### config.mk
export PLATFORM = sky130hd
export DESIGN_NAME = beat_collector
export DESIGN_NICKNAME = d
export VERILOG_FILES = /design/src/rtl/beat_collector.sv
export SDC_FILE = /design/constraint.sdc
export NUM_CORES = 1
export LEC_CHECK = 0
export CORE_MARGIN = 3
export CORE_UTILIZATION = 55
export CTS_CLUSTER_DIAMETER = 40
export DETAILED_ROUTE_END_ITERATION = 8
export PLACE_DENSITY_LB_ADDON = 0.1
export SLEW_MARGIN = 20
export SYNTH_ARGS = -nofsm -noshare
export SYNTH_HDL_FRONTEND = slang
export SYNTH_SLANG_ARGS = --single-unit
### constraint.sdc
create_clock -name clk -period 2.3 [get_ports clk]
set_input_delay 0.46 -clock clk [delete_from_list [all_inputs] [get_ports clk]]
set_output_delay 0.46 -clock clk [all_outputs]
set_load 0.02 [all_outputs]
### src/rtl/beat_collector.sv
// Packs BEATS consecutive qualified pixels into one word and writes it to the
// result memory, one address per group, from MINPIXEL up to MAXPIXEL per frame.
module beat_collector #(
  parameter int BEATS             = 4,
  parameter int PAUSE             = 1,
  parameter int PIXELWIDTH        = 8,
  parameter int PIXELCOUNTERWIDTH = 20,
  parameter int MINPIXEL          = 0,
  parameter int MAXPIXEL          = 255
) (
  input  logic                          clk,
  input  logic                          reset_n,
  input  logic                          started,
  input  logic                          process,
  input  logic [PIXELWIDTH-1:0]         pixelIn,
  output logic                          wrEn,
  output logic [PIXELCOUNTERWIDTH-1:0]  wrAddr,
  output logic [BEATS*PIXELWIDTH-1:0]   wrData,
  output logic                          busy,
  output logic                          done,
  output logic                          overrun,
  output logic                          truncated
);

  localparam int PW = PIXELWIDTH;
  localparam int AW = PIXELCOUNTERWIDTH;
  localparam int DW = BEATS * PIXELWIDTH;
  localparam int BW = (BEATS > 1) ? $clog2(BEATS) : 1;
  localparam int GW = $clog2(PAUSE + 2);

  localparam logic [BW-1:0] LAST_BEAT = BW'(BEATS - 1);
  localparam logic [GW-1:0] PAUSE_C   = GW'(PAUSE);
  localparam logic [AW-1:0] MIN_C     = AW'(MINPIXEL);
  localparam logic [AW-1:0] MAX_C     = AW'(MAXPIXEL);

  typedef enum logic [1:0] {S_IDLE, S_COLLECT, S_FLUSH, S_DONE} state_t;

  state_t          state_q;
  logic [BW-1:0]   beat_q;
  logic [GW-1:0]   gap_q;
  logic [AW-1:0]   addr_q;
  logic [DW-1:0]   grp_q;
  logic            first_q;
  logic            wrEn_q;
  logic [AW-1:0]   wrAddr_q;
  logic [DW-1:0]   wrData_q;
  logic            busy_q;
  logic            done_q;
  logic            overrun_q;
  logic            truncated_q;

  logic [DW-1:0]   grp_d;
  logic [BW-1:0]   beat_d;
  logic            grp_full;

  // Group buffer with the current pixel merged in; beat count after this cycle.
  always_comb begin
    grp_d = grp_q;
    for (int k = 0; k < BEATS; k++) begin
      if (beat_q == BW'(k)) grp_d[k*PW +: PW] = pixelIn;
    end
    grp_full = process && (beat_q == LAST_BEAT);
    beat_d   = beat_q;
    if (process) beat_d = grp_full ? '0 : beat_q + BW'(1);
  end

  always_ff @(posedge clk) begin
    if (!reset_n) begin
      state_q     <= S_IDLE;
      beat_q      <= '0;
      gap_q       <= '0;
      addr_q      <= MIN_C;
      grp_q       <= '0;
      first_q     <= 1'b1;
      wrEn_q      <= 1'b0;
      wrAddr_q    <= MIN_C;
      wrData_q    <= '0;
      busy_q      <= 1'b0;
      done_q      <= 1'b0;
      overrun_q   <= 1'b0;
      truncated_q <= 1'b0;
    end else begin
      wrEn_q <= 1'b0;
      done_q <= 1'b0;
      case (state_q)
        S_IDLE: begin
          if (started) begin
            state_q     <= S_COLLECT;
            busy_q      <= 1'b1;
            addr_q      <= MIN_C;
            beat_q      <= '0;
            gap_q       <= '0;
            grp_q       <= '0;
            first_q     <= 1'b1;
            overrun_q   <= 1'b0;
            truncated_q <= 1'b0;
          end
        end
        S_COLLECT: begin
          if (process) begin
            gap_q <= '0;
            // The very first group of a frame has no predecessor to be too close to.
            if (beat_q == '0 && !first_q && gap_q < PAUSE_C) overrun_q <= 1'b1;
            if (grp_full) begin
              wrEn_q   <= 1'b1;
              wrData_q <= grp_d;
              wrAddr_q <= addr_q;
              addr_q   <= addr_q + AW'(1);
              grp_q    <= '0;
              first_q  <= 1'b0;
            end else begin
              grp_q <= grp_d;
            end
            beat_q <= beat_d;
          end else if (gap_q < PAUSE_C) begin
            gap_q <= gap_q + GW'(1);
          end
          if (grp_full && addr_q == MAX_C) begin
            state_q <= S_DONE;
            busy_q  <= 1'b0;
          end else if (!started) begin
            if (beat_d == '0) begin
              state_q <= S_DONE;
              busy_q  <= 1'b0;
            end else begin
              state_q <= S_FLUSH;
            end
          end
        end
        S_FLUSH: begin
          // Unfilled lanes are already zero: the buffer is cleared after every write.
          wrEn_q      <= 1'b1;
          wrData_q    <= grp_q;
          wrAddr_q    <= addr_q;
          addr_q      <= addr_q + AW'(1);
          grp_q       <= '0;
          beat_q      <= '0;
          truncated_q <= 1'b1;
          busy_q      <= 1'b0;
          state_q     <= S_DONE;
        end
        S_DONE: begin
          done_q  <= 1'b1;
          state_q <= S_IDLE;
        end
        default: begin
          state_q <= S_IDLE;
          busy_q  <= 1'b0;
        end
      endcase
    end
  end

  assign wrEn      = wrEn_q;
  assign wrAddr    = wrAddr_q;
  assign wrData    = wrData_q;
  assign busy      = busy_q;
  assign done      = done_q;
  assign overrun   = overrun_q;
  assign truncated = truncated_q;

endmodule

# Word-level counts from Yosys, hierarchy flattened
# Cells that the tools add are included.
[classes] addsub=3 magnitude_cmp=1 eq_ne=14 n_mux=48 reduce_logical=21
[ops] cell="$mux W32" count=5
[ops] cell="$mux W20" count=5
[ops] cell="$pmux W32 S3" count=1
[ops] cell="$pmux W32 S2" count=1
[ops] cell="$pmux W20 S3" count=1
[ops] cell="$pmux W20 S2" count=1
[ops] cell="$mux W8" count=4
[ops] cell="$add A20 B1 Y20 const B" count=1
[ops] cell="$eq A20 B8 Y1 const B" count=1
[ops] cell="$mux W2" count=9
[ops] cell="$reduce_and A4 Y1" count=4
[ops] cell="$mux W1" count=13
[ops] cell="$ne A3 B3 Y1 const B" count=3
[ops] cell="$reduce_and A3 Y1" count=3
[ops] cell="$eq A2 B2 Y1 const B" count=4
[ops] cell="$ne A2 B2 Y1 const B" count=4
[ops] cell="$pmux W1 S2" count=4
[ops] cell="$pmux W2 S4" count=1
[ops] cell="$logic_not A2 Y1" count=3
[ops] cell="$pmux W2 S3" count=1
[ops] cell="$reduce_bool A2 Y1" count=3
[ops] cell="$add A2 B1 Y2 const B" count=2
[ops] cell="$eq A2 B1 Y1 const B" count=2
[ops] cell="$logic_and A1 B1 Y1" count=4
[ops] cell="other kinds (6)" count=7
[word_totals] register_bits=116 inputBits=12 wordCells=100

# Depth between registers and ports, before layout
# Gate-level depths: netlist (run 1).
[logic_depth] word_depth=9 ltp_mapped=9 ltp_nobuf=7

# Worst setup path after synthesis (run 1)
# OpenSTA, ideal clock, no wires.
[synth_timing] path_kind="register to register" startpoint="register state_q[0]" endpoint="register addr_q[4]" t_arrival_ns=1.962 slack_ns=0.224 path_stages_with_launch=10 n_path_buf=3 period_less_slack_ns=2.076 cell_sequence="dfxtp_1 > inv_1 > ha_1 > nor2b_1 > buf_6 > or3_1 > buf_2 > o21ai_2 > buf_4 > nor2_1"
[synth_via] elab_chain_cells=3 word_cells_on_any_way=9 cone_classes="eq/ne (5); mux (1); reduce/logical (3)"
[synth_rtl] element="start, declared" line_no="38" rtl="state_t state_q;"
[synth_rtl] element="start signal, assigned" line_no="69" rtl="state_q <= S_IDLE;"
[synth_rtl] element="start signal, assigned" line_no="88" rtl="state_q <= S_COLLECT;"
[synth_rtl] element="start signal, assigned" line_no="119" rtl="state_q <= S_DONE;"
[synth_rtl] element="$eq A2 B1 Y1 (tied with other cells)" line_no="85" rtl="case (state_q)"
[synth_rtl] element="$ne A2 B2 Y1 (no line) or $reduce_bool A3 Y1 (tied branches)"
[synth_rtl] element="$reduce_and A4 Y1 (no line)"
[synth_rtl] element="end signal, assigned" line_no="108" rtl="addr_q <= addr_q + AW'(1);"
[synth_rtl] element="end signal, assigned" line_no="135" rtl="addr_q <= addr_q + AW'(1);"
[synth_rtl] element="end, declared" line_no="41" rtl="logic [AW-1:0] addr_q;"
# Parallel ways exist; a longest one is shown, timed or not.
# A chain may end at the register's enable or synchronous reset.

# Worst setup path in the final report (run 1)
[layout_timing] startpoint="register state_q[0]" endpoint="register addr_q[19]"
# The elaborated chain is that of the path after synthesis.

==> results of run 1 <==
[worst max path at each step]
| stage | from | end | slack [ns] | cells past startpoint |
|---|---|---|---|---|
| after global placement | process | addr_q[4]$_SDFFE_PN0P_ | 0.09 | 6 |
| after global routing | state_q[1]$_SDFFE_PN0P_ | addr_q[13]$_SDFFE_PN0P_ | 0.05 | 9 |
| after CTS | state_q[1]$_SDFFE_PN0P_ | grp_q[0]$_SDFFE_PN0P_ | 0.03 | 7 |
| final | state_q[0]$_SDFFE_PN0P_ | addr_q[19]$_SDFFE_PN0P_ | 0.21 | 8 |
| after floorplan | state_q[0]$_SDFFE_PN0P_ | addr_q[4]$_SDFFE_PN0P_ | 0.22 | 9 |
| after detailed placement | process | grp_q[30]$_SDFFE_PN0P_ | -0.05 | 6 |
[metal layers]
metal	global-route usage [%]	vias to the layer above
li1	-	2164
met1	33.4	2123
met2	40.7	130
met3	5.73	16
met4	6.36	0
met5	0	-
[cells by family (layout without fill, tap and decap cells)]
| kind of cell | Yosys count | after routing | synth area share [%] |
|---|---|---|---|
| AND/OR/NAND/NOR | 237 | 237 | 21.5 |
| XOR/XNOR | 16 | 16 | 2.74 |
| AO/OA/AOI/OAI | 117 | 117 | 16.1 |
| adder cells (fa/ha/maj) | 11 | 11 | 2.69 |
| buffers and inverters | 58 | 136 | 4.65 |
| flip-flops | 116 | 116 | 45.4 |
| multiplexers | 35 | 35 | 6.85 |
[synth_stat cells, types with 2 or more instances]
cell type	n	area, um2
nand3_1	40	200
and2_1	5	31.3
xor2_1	15	131
nand4_1	11	68.8
dfxtp_1	116	2320
nand2_1	116	435
clkbuf_1	31	116
buf_2	7	35.0
a21boi_0	21	158
o21ai_0	12	60.1
and3_1	7	43.8
nor4_1	3	18.8
nor2b_1	8	50.1
o211a_1	28	280
o21a_1	2	15.0
nand2b_1	4	25.0
or3_1	2	12.5
a211oi_1	5	37.5
o211ai_1	4	30.0
nor2_1	31	116
nor3b_1	3	22.5
inv_1	9	33.8
buf_1	8	30.0
ha_1	11	138
mux2i_1	35	350
a21oi_1	39	195
[metrics by stage]
step	utilization (%)	hold WS (ns)
2_1_floorplan	-	0.436
3_3_place_gp	67.2	0.441
3_5_place_dp	67.2	0.446
4_1_cts	74.2	0.276
5_1_grt	74.6	0.297
6_report	74.6	0.288
[critical path, delay by kind of cell, from the launching register on]
family,cells,cell delay (ns)
and+or+nand+nor,4,0.98
DFF,1,0.37
buffers and inverters,2,0.27
adders and majority gates,1,0.25
AOI/OAI and AO/OA,1,0.13
[cell type report]
class	count	area [um2]
repair buffers	94	908
flip-flops and latches	116	2320
well taps	108	135
clock buffers	20	445
clock inverters	12	178
inverters	10	37.5
multi-input cells	416	2600
fillers	665	2260
[flip-flops by register name, summed over array words and instances (netlist names)]
name and count:
wrAddr 20, truncated 1, first_q 1, beat_q 2
gap_q 2, addr_q 20, wrData 32, state_q 2
overrun 1, busy 1, done 1, wrEn 1
grp_q 32
[where the power goes]
group	switching, uW	total (uW)	leakage (uW)	internal (uW)
clock network	921	2740	0.000294	1820
registers	161	2450	0.000938	2290
logic	1580	2670	0.00143	1100
[cells in the final DEF (no fill, tap or decap), types with 7 or more instances in the layout]
cell and instances:
a21boi_0 20, a21oi_1 39, and3_1 7, buf_4 23
clkbuf_16 16, clkdlybuf4s50_1 67, dfxtp_1 116, ha_1 9
inv_1 9, mux2i_1 35, nand2_1 112, nand3_1 40
nand4_1 11, nor2_1 31, nor2b_1 8, o211a_1 28
o21ai_0 11, xor2_1 15
[timing repair]
action,4_1_cts,5_1_grt
setup endpoints to repair,0,51
buffers inserted,0,0
gates resized for setup,0,11
==> results by group, run 1 <==
Setup path
  • Reg2Reg Depth: 8
  • Crit start category: flop
  • CP Max Fanout: 6
  • Required time worst endpoint: between 2 and 3 ns
  • Critical R2R Capture: addr_q[19]$_SDFFE_PN0P_
  • R2R Setup Slk: 0.21 ns
  • Reg2reg start: state_q[0]$_SDFFE_PN0P_
  • Crit path arrival time: around 2.5 ns
  • CP cell instances: inv_1, ha_2, nor2b_1, buf_4, nor4_4, nand3_1, or3_1, a21oi_2
  • Worst setup EP type: flop
  • Setup Crit Path Kind: flop to flop
  • CP max-delay cell: dfxtp_1
  • Crit path largest cell delay: ~0.37 ns

Place
  • DP Worst Slack: -0.0491 ns
  • Detailed placement HPWL: 8.00 mm
  • Placed Area: 5970 um2
  • # port buffers: 68
  • Placed Cells incl. Taps: 744
  • Routability cong.: 0.846

Timing
  • Setup_tns: 0 ns
  • Worst Tran Pin Value: 0.470 ns
  • Worst Skew: roughly 0.013 ns
  • Final Worst Setup Slack: 0.212 ns
  • Post-layout min period: 2.09 ns
  • Final Hold Vio Count: 0
  • FMAX: 0.479 GHz
  • Slew headroom: 68.4%
  • Setup violators final: 0
  • Tcrit/Tclk final: 90.8%
  • RSZ-0062 raised after global routing: no
  • Max-slew violation count: 0

Final layout
  • Post-Layout Cell Count: a little under 800
  • Inserted Diodes: 0
  • Share of cells above drive strength 1: between 10 and 15%
  • Nets: 678
  • Fin area: about 6600 um2
  • Layout area overhead: 29.7%

Worst hold path
  • Hold Startpoint: reset_n
  • Hold worst-path end: state_q[1]$_SDFFE_PN0P_
  • Hold/Removal Path Class: input port to flop
  • Hold depth: 2

Detailed routing
  • Post-DR vias/cell: 5.71
  • Met3 wire length: between 600 and 700 um
  • Post-route ant nets: 0
  • Met2 routed WL: ~6.0 mm
  • Initial DRC Count: 222
  • Average wire per standard cell: 15.9 um
  • DRC: 0
  • Routed met1 length: 5.58 mm
  • Uppermost routed layer: met4
  • WL final: around 12 mm
  • DR vias: 4433
  • First-pass iteration count of the detailed router: 4

Global route
  • Initial antenna violation count: 0
  • Total grt overflow: 0
  • Largest net degree at the start of global routing: between 50 and 60
  • Wire length of the first global-routing pass: 20.6 mm
  • Global-route usage over all layers: 24.9%
  • Vias in the first global route: between 4000 and 5000

Floorplanning
  • Die Width: 102 um
  • Rows: 34
  • Core box area: 8890 um2
  • Starting Density: a little under three fifths
  • Die height: 102 um
  • Die Footprint: 10500 um2
  • I/O pin count: 69

Yosys
  • Async SR Flop Fraction: 0%
  • FF+latch count, synth: 116
  • Syn_nets: around 610
  • Post-Syn Area: 5110 um2
  • Top_reg_cell synth: dfxtp_1
  • Sequential share of the synthesized area: 45.4%
  • Ys Warns: 0
  • Synth cell types: 43
  • Post-synth EDFFs: 0
  • Syn Area/Cell: 8.66 um2
  • Synth Instances: 590

Clocking
  • Hold_buf cts: 0
  • CTS clk-pin slew, worst paths: 0.06 ns
  • CTS sink count: 116
  • TritonCTS clock tree: done
  • Clock buffer depth: 2
  • Cts bufs inserted: 17
  • CTS H-Tree Depth: 4
  • Worst skew pair latency: 0.50 ns
  • Root Buffer: clkbuf_8

Flow run
  • # Max-Cap Violations: 0

Power
  • Pwr dens: about 1200 nW/um2
  • Leakage: 0.00266 uW
  • Total power: 7860 uW
  • Max rail drop VDD: 0.000966 V

Run status
  • Status: complete, no violations
Power figures use the tool's default switching activity.
==> inputs of run 2 (changes only) <==
==> constraint.sdc (replaced) <==
create_clock -name clk -period 2.3 [get_ports clk]
set_input_delay 0.345 -clock clk [delete_from_list [all_inputs] [get_ports clk]]
set_output_delay 0.345 -clock clk [all_outputs]
set_load 0.02 [all_outputs]
==> run 2 against run 1 <==
  * Sequential power hardly changed
  * Clock skew is 0.0060 ns lower
  * Setup slack worse by 0.13 ns
  * Sequential share of layout area is 0.22 points higher
  * Critical path depth is 1 higher
  * Power is 0.91% lower
==> results by group, run 2 (synthesis gave the netlist of run 1 again) <==
Detailed routing
  • Post-route ant nets: 0
  • DR vias: 4399
  • DRC: 0
  • First-pass iteration count of the detailed router: 7
  • Average wire per standard cell: 15.5 um
  • WL final: 12.0 mm
  • Post-DR vias/cell: 5.69
  • Initial DRC Count: 191

Clocking
  • Root Buffer: clkbuf_8
  • CTS clk-pin slew, worst paths: 0.06 ns
  • CTS resizes: 0
  • TritonCTS clock tree: done
  • CTS H-Tree Depth: 4
  • Hold_buf cts: 0
  • Worst skew pair latency: 0.50 ns
  • Clock buffer depth: 2
  • CTS sink count: 116
  • Cts bufs inserted: 17
  • # Post-CTS Setup Buffers: 0

Timing
  • Setup violators final: 0
  • Hold_ws: ~0.35 ns
  • FMAX: 0.451 GHz
  • Final Hold Vio Count: 0
  • RSZ-0062 raised after global routing: yes
  • Max-slew violation count: 0
  • Worst Tran Pin Value: 0.515 ns
  • Post-layout min period: 2.22 ns
  • Tcrit/Tclk final: 96.4%
  • Worst Skew: between 0.006 and 0.007 ns
  • Slew headroom: 65.7%

Final layout
  • Inserted Diodes: 0
  • Layout area overhead: 28.9%
  • Fin area: 6590 um2
  • Share of cells above drive strength 1: 9.32%
  • Most frequent cells in the layout: nand2_1 (116), dfxtp_1 (116), clkdlybuf4s50_1 (67)
  • Nets: 675

Setup path
  • Crit path arrival time: 2.60 ns
  • Crit start category: flop
  • Setup Crit Path Kind: flop to flop
  • Required time worst endpoint: approximately 2.7 ns
  • CP Max Fanout: 38
  • Worst setup EP type: flop

Global route
  • Initial antenna violation count: 0
  • Global-route usage over all layers: 23.5%
  • Total grt overflow: 0
  • Largest net degree at the start of global routing: approximately 50
  • Wire length of the first global-routing pass: 19.7 mm
  • Vias in the first global route: roughly 4100

Worst hold path
  • Hold/Removal Path Class: input port to flop

Power
  • Clock power frac: ~36%
  • Cell internal pwr: 5140 uW
  • Pwr dens: 1180 nW/um2
  • Net Sw Power: 2650 uW
  • Switching share of power: 34.0%
  • Combinational power share: 33.0%
  • Leakage: 0.00265 uW
  • Flop pwr share: 31.5%
  • Max rail drop VDD: 0.00102 V

Place
  • # port buffers: 68
  • Detailed placement HPWL: 7.92 mm
  • Placed Area: 5950 um2
  • Routability cong.: about 0.9

Floorplanning
  • I/O pin count: 69
  • Die Footprint: 10500 um2
  • Die Width: 102 um
  • Starting Density: 57.5%
  • Rows: 34
  • Core box area: 8890 um2
  • Die height: 102 um

Flow run
  • # Max-Cap Violations: 0

Run status
  • Status: complete, no violations
==> run 2: cell count changes in the layout (fill, tap and decap cells not counted), sizes merged <==
cell      change
buf           -3
inv           +2
clkbuf        -1
clkinv        +1
clkinvlp      -2
==> run 2: per-stage QoR <==
step | cells | TNS (ns) | utilization, % | worst slack, ns | power (uW)
5_1_grt | 773 | -0.341 | 74.1 | -0.0404 | 8150
3_5_place_dp | 741 | 0 | 66.9 | 0.0412 | 5020
6_report | 773 | 0 | 74.1 | 0.0822 | 7790
2_1_floorplan | 590 | 0 | - | 0.224 | 4130
3_3_place_gp | 741 | 0 | 66.9 | 0.141 | 4950
4_1_cts | 773 | 0 | 74.0 | 0.0805 | 7790
==> run 2: path summary, 6_finish.rpt <==
| check | from | to | slack (ns) | cells after the start |
|---|---|---|---|---|
| setup / recovery | state_q[1]$_SDFFE_PN0P_ | grp_q[11]$_SDFFE_PN0P_ | 0.08 | 9 |
| hold / removal | reset_n | wrData[11]$_SDFFE_PN0P_ | 0.35 | 2 |
| setup reg to reg | state_q[1]$_SDFFE_PN0P_ | grp_q[11]$_SDFFE_PN0P_ | 0.08 | 9 |
| hold reg to reg | grp_q[22]$_SDFFE_PN0P_ | grp_q[22]$_SDFFE_PN0P_ | 0.45 | 2 |
==> run 2: layout make-up <==
cell class	count	area [um2]
clock buffers	19	432
clock inverters	13	199
fillers	635	2300
inverters	10	37.5
multi-input cells	416	2570
flip-flops and latches	116	2320
well taps	108	135
repair buffers	91	890
==> run 2: critical path, cell delays in order (launching register included) <==
cell and delay, ns:
dfxtp_1 0.38, inv_1 0.11, ha_1 0.29, buf_4 0.21
nand2b_1 0.16, nor3b_4 0.27, buf_12 0.23, nand2_1 0.21
nand2_1 0.14, a21oi_1 0.08
==> run 2: power groups by stage <==
| stage | sequential (uW) | clock, uW | combinational (uW) |
|---|---|---|---|
| 2_1_floorplan | 2700 | 0 | 1440 |
| 3_3_place_gp | 2480 | 0 | 2470 |
| 3_5_place_dp | 2490 | 0 | 2530 |
| 4_1_cts | 2450 | 2790 | 2550 |
| 5_1_grt | 2480 | 2880 | 2790 |
| 6_report | 2450 | 2770 | 2570 |
==> run 2: layer usage <==
| metal | GRT usage, % | up-vias | routed length (um) | part of all wire [%] |
|---|---|---|---|---|
| met5 | 0 | - | 0 | 0 |
| met4 | 7.37 | 0 | 124 | 1.0 |
| met3 | 5.05 | 14 | 591 | 4.9 |
| met2 | 36.9 | 119 | 5570 | 47 |
| met1 | 32.5 | 2100 | 5670 | 47 |
| li1 | - | 2166 | - | - |
